--- src/rtl/srl_pkg.sv ---
// Shared limits and helpers for the addressable shift register.
package srl_pkg;

  localparam int unsigned WIDTH_MAX = 64;
  localparam int unsigned DEPTH_MAX = 256;

  // Ceiling log2; used to size the tap address from the stage count.
  function automatic int unsigned clog2(input int unsigned value);
    int unsigned result;
    int unsigned v;
    result = 0;
    v      = (value > 0) ? value - 1 : 0;
    while (v > 0) begin
      result++;
      v = v >> 1;
    end
    return result;
  endfunction

endpackage

--- src/rtl/srl_fill_ctr.sv ---
// Fill counter for addressable_srl: counts shifts since reset/clear, saturating at DEPTH.
module srl_fill_ctr
  import srl_pkg::*;
#(
  parameter int unsigned DEPTH = 32,
  parameter int unsigned FW    = clog2(DEPTH) + 1
) (
  input  logic          clk,
  input  logic          rst_n,
  input  logic          clr,
  input  logic          e,
  output logic [FW-1:0] fill
);

  localparam logic [FW-1:0] FillMax = FW'(DEPTH);

  logic [FW-1:0] fill_q, fill_d;

  // Clear wins over increment; a shift in the clearing cycle still counts as one word.
  always_comb begin
    fill_d = fill_q;
    if (clr) begin
      fill_d = e ? FW'(1) : '0;
    end else if (e && (fill_q != FillMax)) begin
      fill_d = fill_q + FW'(1);
    end
  end

  // Count register with asynchronous reset.
  always_ff @(posedge clk or negedge rst_n) begin
    if (!rst_n) begin
      fill_q <= '0;
    end else begin
      fill_q <= fill_d;
    end
  end

  assign fill = fill_q;

endmodule

--- src/rtl/addressable_srl.sv ---
// Addressable shift register: DEPTH stages of WIDTH bits with a random-access tap.
// Optional macro ADDRESSABLE_SRL_OUTREG_EN registers z/z_valid (1-cycle latency).
module addressable_srl
  import srl_pkg::*;
#(
  parameter  int unsigned WIDTH = 8,
  parameter  int unsigned DEPTH = 32,
  localparam int unsigned AW    = clog2(DEPTH)
) (
  input  logic             clk,
  input  logic             rst_n,
  input  logic             clr,
  input  logic             e,
  input  logic [WIDTH-1:0] a,
  input  logic [AW-1:0]    addr,
  output logic [WIDTH-1:0] z,
  output logic             z_valid,
  output logic [AW:0]      fill
);

  localparam logic [AW-1:0] AddrMax = AW'(DEPTH - 1);

  // No reset or clear on the data chain so it can map onto SRL primitives.
  logic [WIDTH-1:0] stage_q [DEPTH];

  logic [AW-1:0]    addr_c;
  logic [WIDTH-1:0] z_c;
  logic             z_valid_c;

  srl_fill_ctr #(
    .DEPTH (DEPTH),
    .FW    (AW + 1)
  ) u_fill_ctr (
    .clk   (clk),
    .rst_n (rst_n),
    .clr   (clr),
    .e     (e),
    .fill  (fill)
  );

  // Shift chain: stage 0 takes the new word, every stage moves one older.
  always_ff @(posedge clk) begin
    if (e) begin
      stage_q[0] <= a;
      for (int i = 1; i < DEPTH; i++) begin
        stage_q[i] <= stage_q[i-1];
      end
    end
  end

  // Tap mux; out-of-range addresses (non-power-of-two DEPTH) read the oldest stage.
  always_comb begin
    addr_c    = (32'(addr) > DEPTH - 1) ? AddrMax : addr;
    z_c       = stage_q[addr_c];
    z_valid_c = (fill > {1'b0, addr_c});
  end

`ifdef ADDRESSABLE_SRL_OUTREG_EN
  logic [WIDTH-1:0] z_q;
  logic             z_valid_q;

  // Output registers load every cycle regardless of e.
  always_ff @(posedge clk or negedge rst_n) begin
    if (!rst_n) begin
      z_q       <= '0;
      z_valid_q <= 1'b0;
    end else begin
      z_q       <= z_c;
      z_valid_q <= z_valid_c;
    end
  end

  assign z       = z_q;
  assign z_valid = z_valid_q;
`else
  assign z       = z_c;
  assign z_valid = z_valid_c;
`endif

endmodule

--- config.mk ---
export PLATFORM = sky130hd
export DESIGN_NAME = addressable_srl
export DESIGN_NICKNAME = d
export VERILOG_FILES = /design/src/rtl/srl_pkg.sv /design/src/rtl/srl_fill_ctr.sv /design/src/rtl/addressable_srl.sv
export SDC_FILE = /design/constraint.sdc
export NUM_CORES = 1
export LEC_CHECK = 0
export CAP_MARGIN = 20
export CORE_UTILIZATION = 40
export DETAILED_ROUTE_END_ITERATION = 10
export SLEW_MARGIN = 10
export SYNTH_ARGS = -nofsm -noshare
export SYNTH_HDL_FRONTEND = slang
export SYNTH_SLANG_ARGS = --single-unit
export TNS_END_PERCENT = 30
--- constraint.sdc ---
create_clock -name clk -period 3 [get_ports clk]
set_input_delay 0.6 -clock clk [delete_from_list [all_inputs] [get_ports clk]]
set_output_delay 0.6 -clock clk [all_outputs]
set_load 0.01 [all_outputs]
* Yosys cells after proc, flatten, opt, wreduce, memory -nomap -nowiden *
Memories as Yosys holds them, arrays and structs flattened.
Index checks and enable logic that the tools add are counted.
Widths: inputs -> output; s select.

word-level totals
  register bits = 6
  bits in latches = 0
  bits in writable memories = 256
  memory bits (read-only) = 0
  bits of input ports = 17
  output and inout port bits = 15
  word-level logic and storage cells = 12
  memories = 1

cells by class
  add/sub/neg operators = 1
  multipliers = 0
  div/mod/pow operators = 0
  order comparisons = 1
  equal/unequal tests = 1
  shift operators = 0
  multiplexer cells = 5
  bitwise operators = 0
  reduce and logical (&&, ||, !) cells = 2

memory list
  memory   words  width  read ports  clocked after Yosys merged registers in  write ports  RTL line               source
  stage_q  32     8      32          0                                        32           addressable_srl.sv:24  logic [WIDTH-1:0] stage_q [DEPTH];

operators by type and width
  operator             count
  $mux 6               2
  $add 6x1->6 const B  1
  $gt 6x5->1           1
  $ne 6x6->1 const B   1
  $mux 1               3
  $reduce_bool 2->1    1
  $logic_and 1x1->1    1

* Depth between registers and ports, before layout *
Gate-level depths: netlist of run 1.

  word-level depth = 4
  gate-level depth with buffers = 9
  depth with buffers taken out = 7

* Modules after synthesis *
A second synthesis of run 1 with hierarchy kept.

second synthesis, totals
  cells, all modules = 443
  area total of the unflattened synthesis = 10,203.5 µm²

by module, submodules not included
  module           times used  cells an instance  area each (µm²)  sequential area each (µm²)
  addressable_srl  1           404                9,810.7          7,687.4
  srl_fill_ctr     1           39                 392.9            150.1

* Worst setup path after synthesis of run 1 *
No wires, ideal clock.

  path kind = input to output
  from = input addr[1]
  to = output z_valid
  arrival = 1,943 ps
  data required time = 2,400 ps
  path slack = 457 ps
  stages = 9
  buffers on the path = 2
  cell sequence = buf_6 buf_6 inv_1 ha_1 nor2b_1 o21ai_0 nand2b_1 a211oi_1 o21bai_1

between the ends
  longest elaborated chain between the ends = 1

ends and longest elaborated chain
  item                RTL line               source
  start: declaration  addressable_srl.sv:15  input logic [AW-1:0] addr,
  $gt 6x5->1          addressable_srl.sv:55  z_valid_c = (fill > {1'b0, addr_c});
  end: declaration    addressable_srl.sv:17  output logic z_valid,

Every way passes these cells.

* Final worst setup path of run 1 *
  from = input addr[0]
  to = output z[0]

between the ends
  longest elaborated chain between the ends = 1

ends and longest elaborated chain
  item              RTL line               source
  $mem_v2 32x8      n/a
  end: declaration  addressable_srl.sv:16  output logic [WIDTH-1:0] z,

Every way passes these cells.

==> results.md, run 1 <==
- The flow ran to the end, and the final reports show no timing, DRC or antenna violations.
- Summing over every cut layer, the via total after detailed routing is 4788.
- The headroom to the max-slew limit is 0.682.
- Counting cells, the worst reg-to-reg path comes to 7.
- The worst setup path is launched from an input pin.
- In the final layout, the multi-input gates occupy 2170 um^2.
- After the first detailed-routing iteration, the DRC count stood at 495.
- The final worst slack is 0.0778 ns.
- The final critical-path required period is 2.92 ns.
- In this run, post-CTS hold repair placed 0 buffers.
- The async set-reset flop share out of synthesis is 0.0229.
- The total routed wirelength is 18300 um.
- Buffers inserted during clock tree synthesis total 28.
- The min-delay analysis places its worst path in the category in2async.
- In this run the power density over the cells is 698 nW/um^2.
- 0 antenna diodes ended up in the layout.
- The synthesized design contains 256 enable-type register cells.
- The initial antenna violation count was 0.
- The final estimated routing congestion in global placement is 0.735.
- The initialized floorplan defines 57 standard-cell rows.
- The maximum VDD drop is 0.420 mV.
- The remaining number of nets flagged by the antenna check after routing is 0.
- The dominant synthesized flop cell is edfxtp_1.
- The sequential cells in the finished layout cover a total of 7840 um^2.
- The final number of hold-violating endpoints is 0.
- The top achievable clock speed is 342 MHz.
- Input and output buffers added on the ports amount to 31.
- The half-perimeter wire length after placement is 11600 um.
- The worst slack at placement is -0.398 ns.
- After routing the design area is 12200 um^2.
- The area of the die is 25900 um^2.
- The core outline area is 24500 um^2.
- The floorplan step set the die height to 161 um.
- The Yosys step of the flow raised 0 warnings.
- The endpoint class of the critical path is an output pin.
- The dominant cell type by count on the critical path is buf_4.
- CTS built an H-tree with a depth of 1.
- The signal on the critical path passes through dlygate4sd2_1 > buf_4 > or3_4 > buf_6 > buf_4 > o22ai_4 > nor4_2 > buf_4 > dlygate4sd2_1.
- The chip width is 161 um.
- The startpoint identified for the worst register-to-register timing path is u_fill_ctr.fill[0].
- Setup repair after global routing left no endpoint under its margin.
- The critical path in this run is classified as in2out.
- The routing usage on met3 is 0.0195.
- The global routing met1 resource utilization is 0.222.
- CTS placed an instance of clkbuf_16 at the clock tree root.
- The worst endpoint data arrival time is 2.32 ns.
- The number of nets in the layout is 554.
- The number of global-route vias before repair is 4918.
- Pin placement for this block handled 32 I/O pins.
- The first global-routing pass estimated 29700 um of wire.
- The period utilization is 0.974.
- The mean number of vias per cell is 5.47.
- The clock net in this run drives a total of 262 sinks.
- The number of filler cells placed in the layout is 1953.
- In the routed design, unresolved DRC markers number 0.
- The final max-slew violation count is 0.
- The met2 capacity usage during global routing is 0.225.
- Synthesis produced a netlist with a net count of 458.
- Among all stages on the critical path, the largest delay is contributed by or3_4.
- The worst register-to-register path ends at u_fill_ctr.fill[2].
- Of the cells placed in the final design, the portion with a size suffix greater than 1 is 0.303.
- After global routing the overflow that remains totals 0.
- For this run, the register share of the synthesized area comes to 0.775.
- The first detailed-routing pass ran for 4 iterations.
- The largest net degree at the start of global routing is 71.
- The clock latency reported for the late side of the worst-skew pair is 0.52 ns.
- After clock tree synthesis, the clock-pin slew on the worst setup and hold paths is 0.06 ns.
- The longest clock path from root to sink contains 3 buffers.
- Synthesis produced 434 cells.
- The transition at the pin with the smallest max-transition slack is 0.471 ns.
- After global routing, the most crowded layer is met2.
- Dividing the synthesized area by the synthesized cell count gives 23.3 um^2.
- The mapped netlist covers 10100 um^2.
- The distinct cell type count of the synthesized netlist is 34.
- The reg2reg setup slack is 1.39 ns.
- The area added between synthesis and finish is 20.9%.
- The final setup violation count is 0.
- The register bit count reported by yosys is 262.
- The analysis attributes to cell leakage a power of 0.00422 uW.
- After detailed placement, the total cell area comes to 11200 um^2.
- Across the run, the number of max-cap violations was 0.
- The effective utilization at floorplan is 0.412.
- The TritonCTS clock tree is yes.
- The worst-path maximum fanout is 6.
- The required time reported for the critical path endpoint is 2.40 ns.
- In the global route stage, overall resource usage came out at 0.147.
- The critical path's largest stage delay is 0.38 ns.
- In the final routed layout, each cell accounts on average for 20.9 um.
- The worst clock skew on the final layout is 0.00475 ns.
[cell type report]
cell class              instances  area share
flip-flops and latches        262       0.641
multi-input cells             147       0.177
repair buffers                 84      0.0662
clock buffers                  31      0.0600
well taps                     324      0.0332
clock inverters                21      0.0201
inverters                       7     0.00215
[routing by layer]
layer	up-vias	part of all wire
li1	2086	-
met1	2557	0.47
met2	122	0.48
met3	23	0.036
met4	0	0.018
met5	-	0
[metrics by stage]
stage | hold slack (ns) | cells | utilization | power [uW] | TNS, ns
6_report | 0.330 | 876 | 0.498 | 8530 | 0
5_1_grt | 0.339 | 876 | 0.498 | 8820 | 0
4_1_cts | 0.321 | 876 | 0.498 | 8600 | -0.0723
3_5_place_dp | 0.429 | 823 | 0.455 | 4990 | -2.53
3_3_place_gp | 0.421 | 823 | 0.455 | 4960 | -2.40
2_1_floorplan | 0.304 | 434 | - | 4670 | 0
[synthesized netlist by cell type, types with 2 or more instances]
cell type / count / area (um^2)
edfxtp_1: 256 / 7690
nor4_2: 7 / 87.6
o21ai_0: 2 / 10.0
buf_1: 2 / 7.51
nor2_1: 5 / 18.8
buf_8: 2 / 30.0
buf_6: 2 / 22.5
nand4_1: 2 / 12.5
o22ai_1: 33 / 206
mux4_2: 48 / 1080
ha_1: 7 / 87.6
nand2_1: 4 / 15.0
xor2_1: 2 / 17.5
or3_1: 5 / 31.3
buf_2: 7 / 35.0
buf_12: 2 / 40.0
clkbuf_2: 2 / 10.0
mux4_1: 16 / 420
nand3_1: 5 / 25.0
dfrtp_1: 6 / 150
inv_1: 6 / 22.5
[worst max-delay path by stage]
stage / startpoint / end / slack, ns / depth (start not counted)
detailed placement: addr[0] / z[5] / -0.40 / 7
finish: addr[0] / z[0] / 0.08 / 9
floorplan: addr[1] / z_valid / 0.46 / 9
CTS: u_fill_ctr.fill[1] / z_valid / -0.07 / 7
global placement: addr[0] / z[5] / -0.37 / 7
global route: addr[0] / z[1] / 0.007 / 8
[registers in the layout, indices dropped and copies added, names as in the netlist]
name / count
u_fill_ctr.fill: 6
stage_q: 256
[cell families (layout without fill, tap and decap cells)]
logic type | after synthesis | count (layout) | synth area share
flops | 262 | 262 | 0.775
fa+ha+maj | 7 | 7 | 0.00866
mux | 65 | 65 | 0.149
xor+xnor | 3 | 3 | 0.00260
simple gates | 32 | 32 | 0.0214
compound gates | 40 | 40 | 0.0257
buf+inv | 25 | 143 | 0.0173
[power by group]
part	internal [uW]	leakage [uW]	switching, uW
logic	281	0.00115	254
registers	4260	0.00258	111
clock network	2260	0.000484	1360
[layout by cell type (no fill, tap or decap), drive strengths merged]
| master | netlist | layout |
|---|---|---|
| mux4 | 64 | 64 |
| nor4 | 8 | 8 |
| clkdlybuf4s50 | 0 | 16 |
| or3 | 5 | 5 |
| nor2b | 1 | 1 |
| o22ai | 33 | 33 |
| ha | 7 | 7 |
| dlygate4sd2 | 0 | 11 |
| clkbuf | 3 | 31 |
| nand2b | 1 | 1 |
| a211oi | 1 | 1 |
| mux2i | 1 | 1 |
| nand3 | 5 | 5 |
| o21bai | 1 | 1 |
| nand3b | 1 | 1 |
| inv | 7 | 7 |
| nand4 | 2 | 2 |
| o21ai | 2 | 2 |
| nand2 | 4 | 4 |
| dlymetal6s2s | 0 | 1 |
| o41ai | 1 | 1 |
| edfxtp | 256 | 256 |
| xor2 | 2 | 2 |
| xnor2 | 1 | 1 |
| buf | 15 | 56 |
| nor2 | 5 | 5 |
| a21oi | 1 | 1 |
| o211ai | 1 | 1 |
| clkinv | 0 | 15 |
| dfrtp | 6 | 6 |
| bufinv | 0 | 6 |
[repair_timing]
action	4_1_cts	5_1_grt
setup buffers	1	0
pin swaps	4	0
gates resized for setup	27	2
setup endpoints to repair	9	1
[critical path, delay by kind of cell]
family,cells,cell delay [ns]
AOI/OAI and AO/OA,1,0.12
and+or+nand+nor,2,0.45
buffers and inverters,6,1.14
Note: power is estimated with default switching activity, not from simulation.
==> run 2: changes to the inputs <==
--- a/config.mk
+++ b/config.mk
@@ -6,10 +6,10 @@
 export NUM_CORES = 1
 export LEC_CHECK = 0
 export CAP_MARGIN = 20
+export CORE_ASPECT_RATIO = 2
 export CORE_UTILIZATION = 40
 export DETAILED_ROUTE_END_ITERATION = 10
 export SLEW_MARGIN = 10
 export SYNTH_ARGS = -nofsm -noshare
 export SYNTH_HDL_FRONTEND = slang
 export SYNTH_SLANG_ARGS = --single-unit
-export TNS_END_PERCENT = 30
==> run 2 against run 1 <==
- combinational power is essentially flat
- total power shrank 7.8%
- global-route usage grew 0.97 points
- via count shrank 2.5%
- fmax grew 0.15%
- sequential share of layout area grew 1.0 points
- critical path depth shrank 3
- final cell count shrank 0.80%
- wire length grew 4.7%
- register-to-register slack lost 0.02 ns
- worst hold slack lost 0.0045 ns
- critical path type unchanged
- largest cell class unchanged
- largest power group unchanged
- highest routed layer unchanged
==> results.md, run 2 (synthesized netlist as in run 1, its figures left out) <==
- The wire length of the first global-routing pass came to 30200 um (+1.6%).
- The final setup violation count was 0 (unchanged).
- The post-CTS setup buffer count was 0 (-1).
- Setup repair after global routing left no endpoint under its margin.
- The kind of launch point of the worst setup path is an input pin.
- The number of flip-flops under the largest register name is 256 (unchanged).
- The worst clock skew on the final layout came to 0.00985 ns (+0.00510 ns).
- The worst endpoint data arrival time is 2.32 ns (about the same).
- The area growth from synthesis to layout is 19.0%.
- The initial detailed-routing violation count is 273 (-45%).
- The master of the slowest instance on the critical path is clkdlybuf4s50_1.
- The effective utilization at floorplan is 0.406 (-0.00658).
- Leaving out fill and tap cells, the most frequent cells in the layout are 256 x edfxtp_1, 49 x mux4_2, 29 x o22ai_1.
- The final number of hold-violating endpoints is 0 (unchanged).
- The transition at the pin with the smallest max-transition slack was 0.569 ns (+0.0971 ns).
- The chip width is 114 um (-29%).
- The final worst hold slack came to 0.325 ns (-0.00455 ns).
- The remaining number of nets flagged by the antenna check after routing is 0 (unchanged).
- The maximum VDD drop was 0.341 mV (-19%).
- In this run the worst hold path is classified as in2async.
- The register with the highest flop count is stage_q.
- The top-level port count is 32 (unchanged).
- The headroom to the max-slew limit is 0.621 (-0.0613).
- The die extent in y came to 227 um (+41%).
- The number of nets in the layout is 540 (-2.5%).
- The final critical-path required period is 2.92 ns (-0.00440 ns).
- The number of vias after detailed routing is 4670 (-2.5%).
- The post-route total power is 7870 uW (-7.8%).
- The core occupancy in the finished layout is 0.483 (-0.0157).
- The number of filler cells placed in the layout was 2027 (+3.8%).
- The number of H-tree branching levels came to 1 (unchanged).
- The worst-path maximum fanout was 9 (+3).
- The number of buffer cells added on primary ports was 31 (unchanged).
- The max-cap violation count is 0 (unchanged).
- The clock-pin slew on the worst setup and hold paths is 0.06 ns (about the same).
- The mean number of vias per cell is 5.37 (-1.7%).
- The area taken by flip-flops and latches came to 7840 um^2 (unchanged).
- STA classifies the critical path endpoint as an output pin.
- The critical path's largest stage delay is 0.48 ns (+0.10 ns).
- The area of the multi-input gates is 2140 um^2 (-1.3%).
- The fraction of final layout cells with drive strength greater than 1 was 0.278 (-0.0249).
- The critical path goes through clkdlybuf4s15_1 > or3_4 > buf_4 > o22ai_1 > nor4_2 > clkdlybuf4s50_1.
- The total leakage power came to 0.00409 uW (-3.0%).
- The final estimated routing congestion in global placement is 0.750 (+2.1%).
- The required time reported for the critical path endpoint came to 2.40 ns (about the same).
- The remaining global-route overflow is 0 (unchanged).
- Leaving out fill and tap cells, the most frequent cell in the layout is edfxtp_1.
- The worst slack at placement is -0.348 ns (+0.0494 ns).
- The average wire per standard cell is 22.1 um (+5.6%).
- The number of remaining DRC errors is 0 (unchanged).
- The run finished with clean final reports.
- The largest buffer count on any clock path was 3 (unchanged).
- The clock buffer count from CTS is 24 (-14%).
- The half-perimeter wire length after placement is 12000 um (+3.0%).
- The kind of critical path is in2out.
- The area of the die was 26000 um^2 (+0.14%).
- The initial antenna violation count is 0 (unchanged).
- The all-layer global routing usage is 0.157 (+0.00974).
- The number of rows created at floorplan is 82 (+44%).
- The core outline area is 24900 um^2 (+1.6%).
- The hold-fix buffer count after cts is 0 (unchanged).
- The clock latency reported for the late side of the worst-skew pair is 0.52 ns (about the same).
- The power per unit of standard cell area is 654 nW/um^2 (-6.3%).
- The tree is rooted in a clkbuf_16.
- The number of optimization iterations in the first detailed-route pass is 4 (unchanged).
- The top achievable clock speed is 343 MHz (+0.15%).
- The period utilization was 0.973 (-0.00147).
- The number of antenna diodes is 0 (unchanged).
- The final max-slew violation count is 0 (unchanged).
- The largest net degree at the start of global routing came to 99 (+39%).
- The sink count of the clock tree is 262 (unchanged).
- The number of global-route vias before repair came to 5200 (+5.7%).
- The final worst slack is 0.0822 ns (+0.00440 ns).
- The TritonCTS clock tree is yes.
- The total routed wirelength is 19200 um (+4.7%).
run 2: power breakdown:
part	internal (uW)	total, uW	switching [uW]
Clock	1650	2960	1300
Combinational	290	537	247
Sequential	4260	4370	114
run 2: worst paths after layout:
check	start	end	cells after the start	slack [ns]
min	rst_n	u_fill_ctr.fill[0]	1	0.32
min reg2reg	stage_q[3][5]	stage_q[4][5]	0	0.44
max in group asynchronous	rst_n	u_fill_ctr.fill[1]	1	2.43
min in group clk	stage_q[3][5]	stage_q[4][5]	0	0.44
max	addr[0]	z[6]	6	0.08
max reg2reg	u_fill_ctr.fill[0]	u_fill_ctr.fill[1]	6	1.37
run 2: stage by stage:
stage                     cells  area, um^2  setup TNS (ns)
final                       869       12000               0
after global routing        869       12000               0
after detailed placement    825       11200           -2.60
after floorplan             434       10100               0
after CTS                   869       12000               0
after global placement      825       11200           -2.40
run 2: critical path, delay by kind of cell:
family          cells  cell delay (ns)
simple gates        2             0.55
compound gates      1             0.21
buf+inv             3             0.95
run 2: final cells by class:
type                            instances  share of cell area
Clock buffer                           35              0.0593
Clock inverter                          8             0.00395
Inverter                                7             0.00218
Multi-Input combinational cell        147               0.178
Sequential cell                       262               0.651
Tap cell                              336              0.0349
Timing Repair Buffer                   74              0.0705
run 2: routing by layer:
metal / global-route usage / vias up / share of wire
li1: - / 2046 / -
met1: 0.197 / 2493 / 0.41
met2: 0.275 / 105 / 0.54
met3: 0.0192 / 26 / 0.034
met4: 0.0578 / 0 / 0.024
met5: 0 / - / 0
run 2: repair_timing:
action	CTS	global route
endpoints found under the hold margin	0	0
resized for setup	16	11
pin swaps	1	0
gates cloned	1	0
endpoints found under the setup margin	9	6
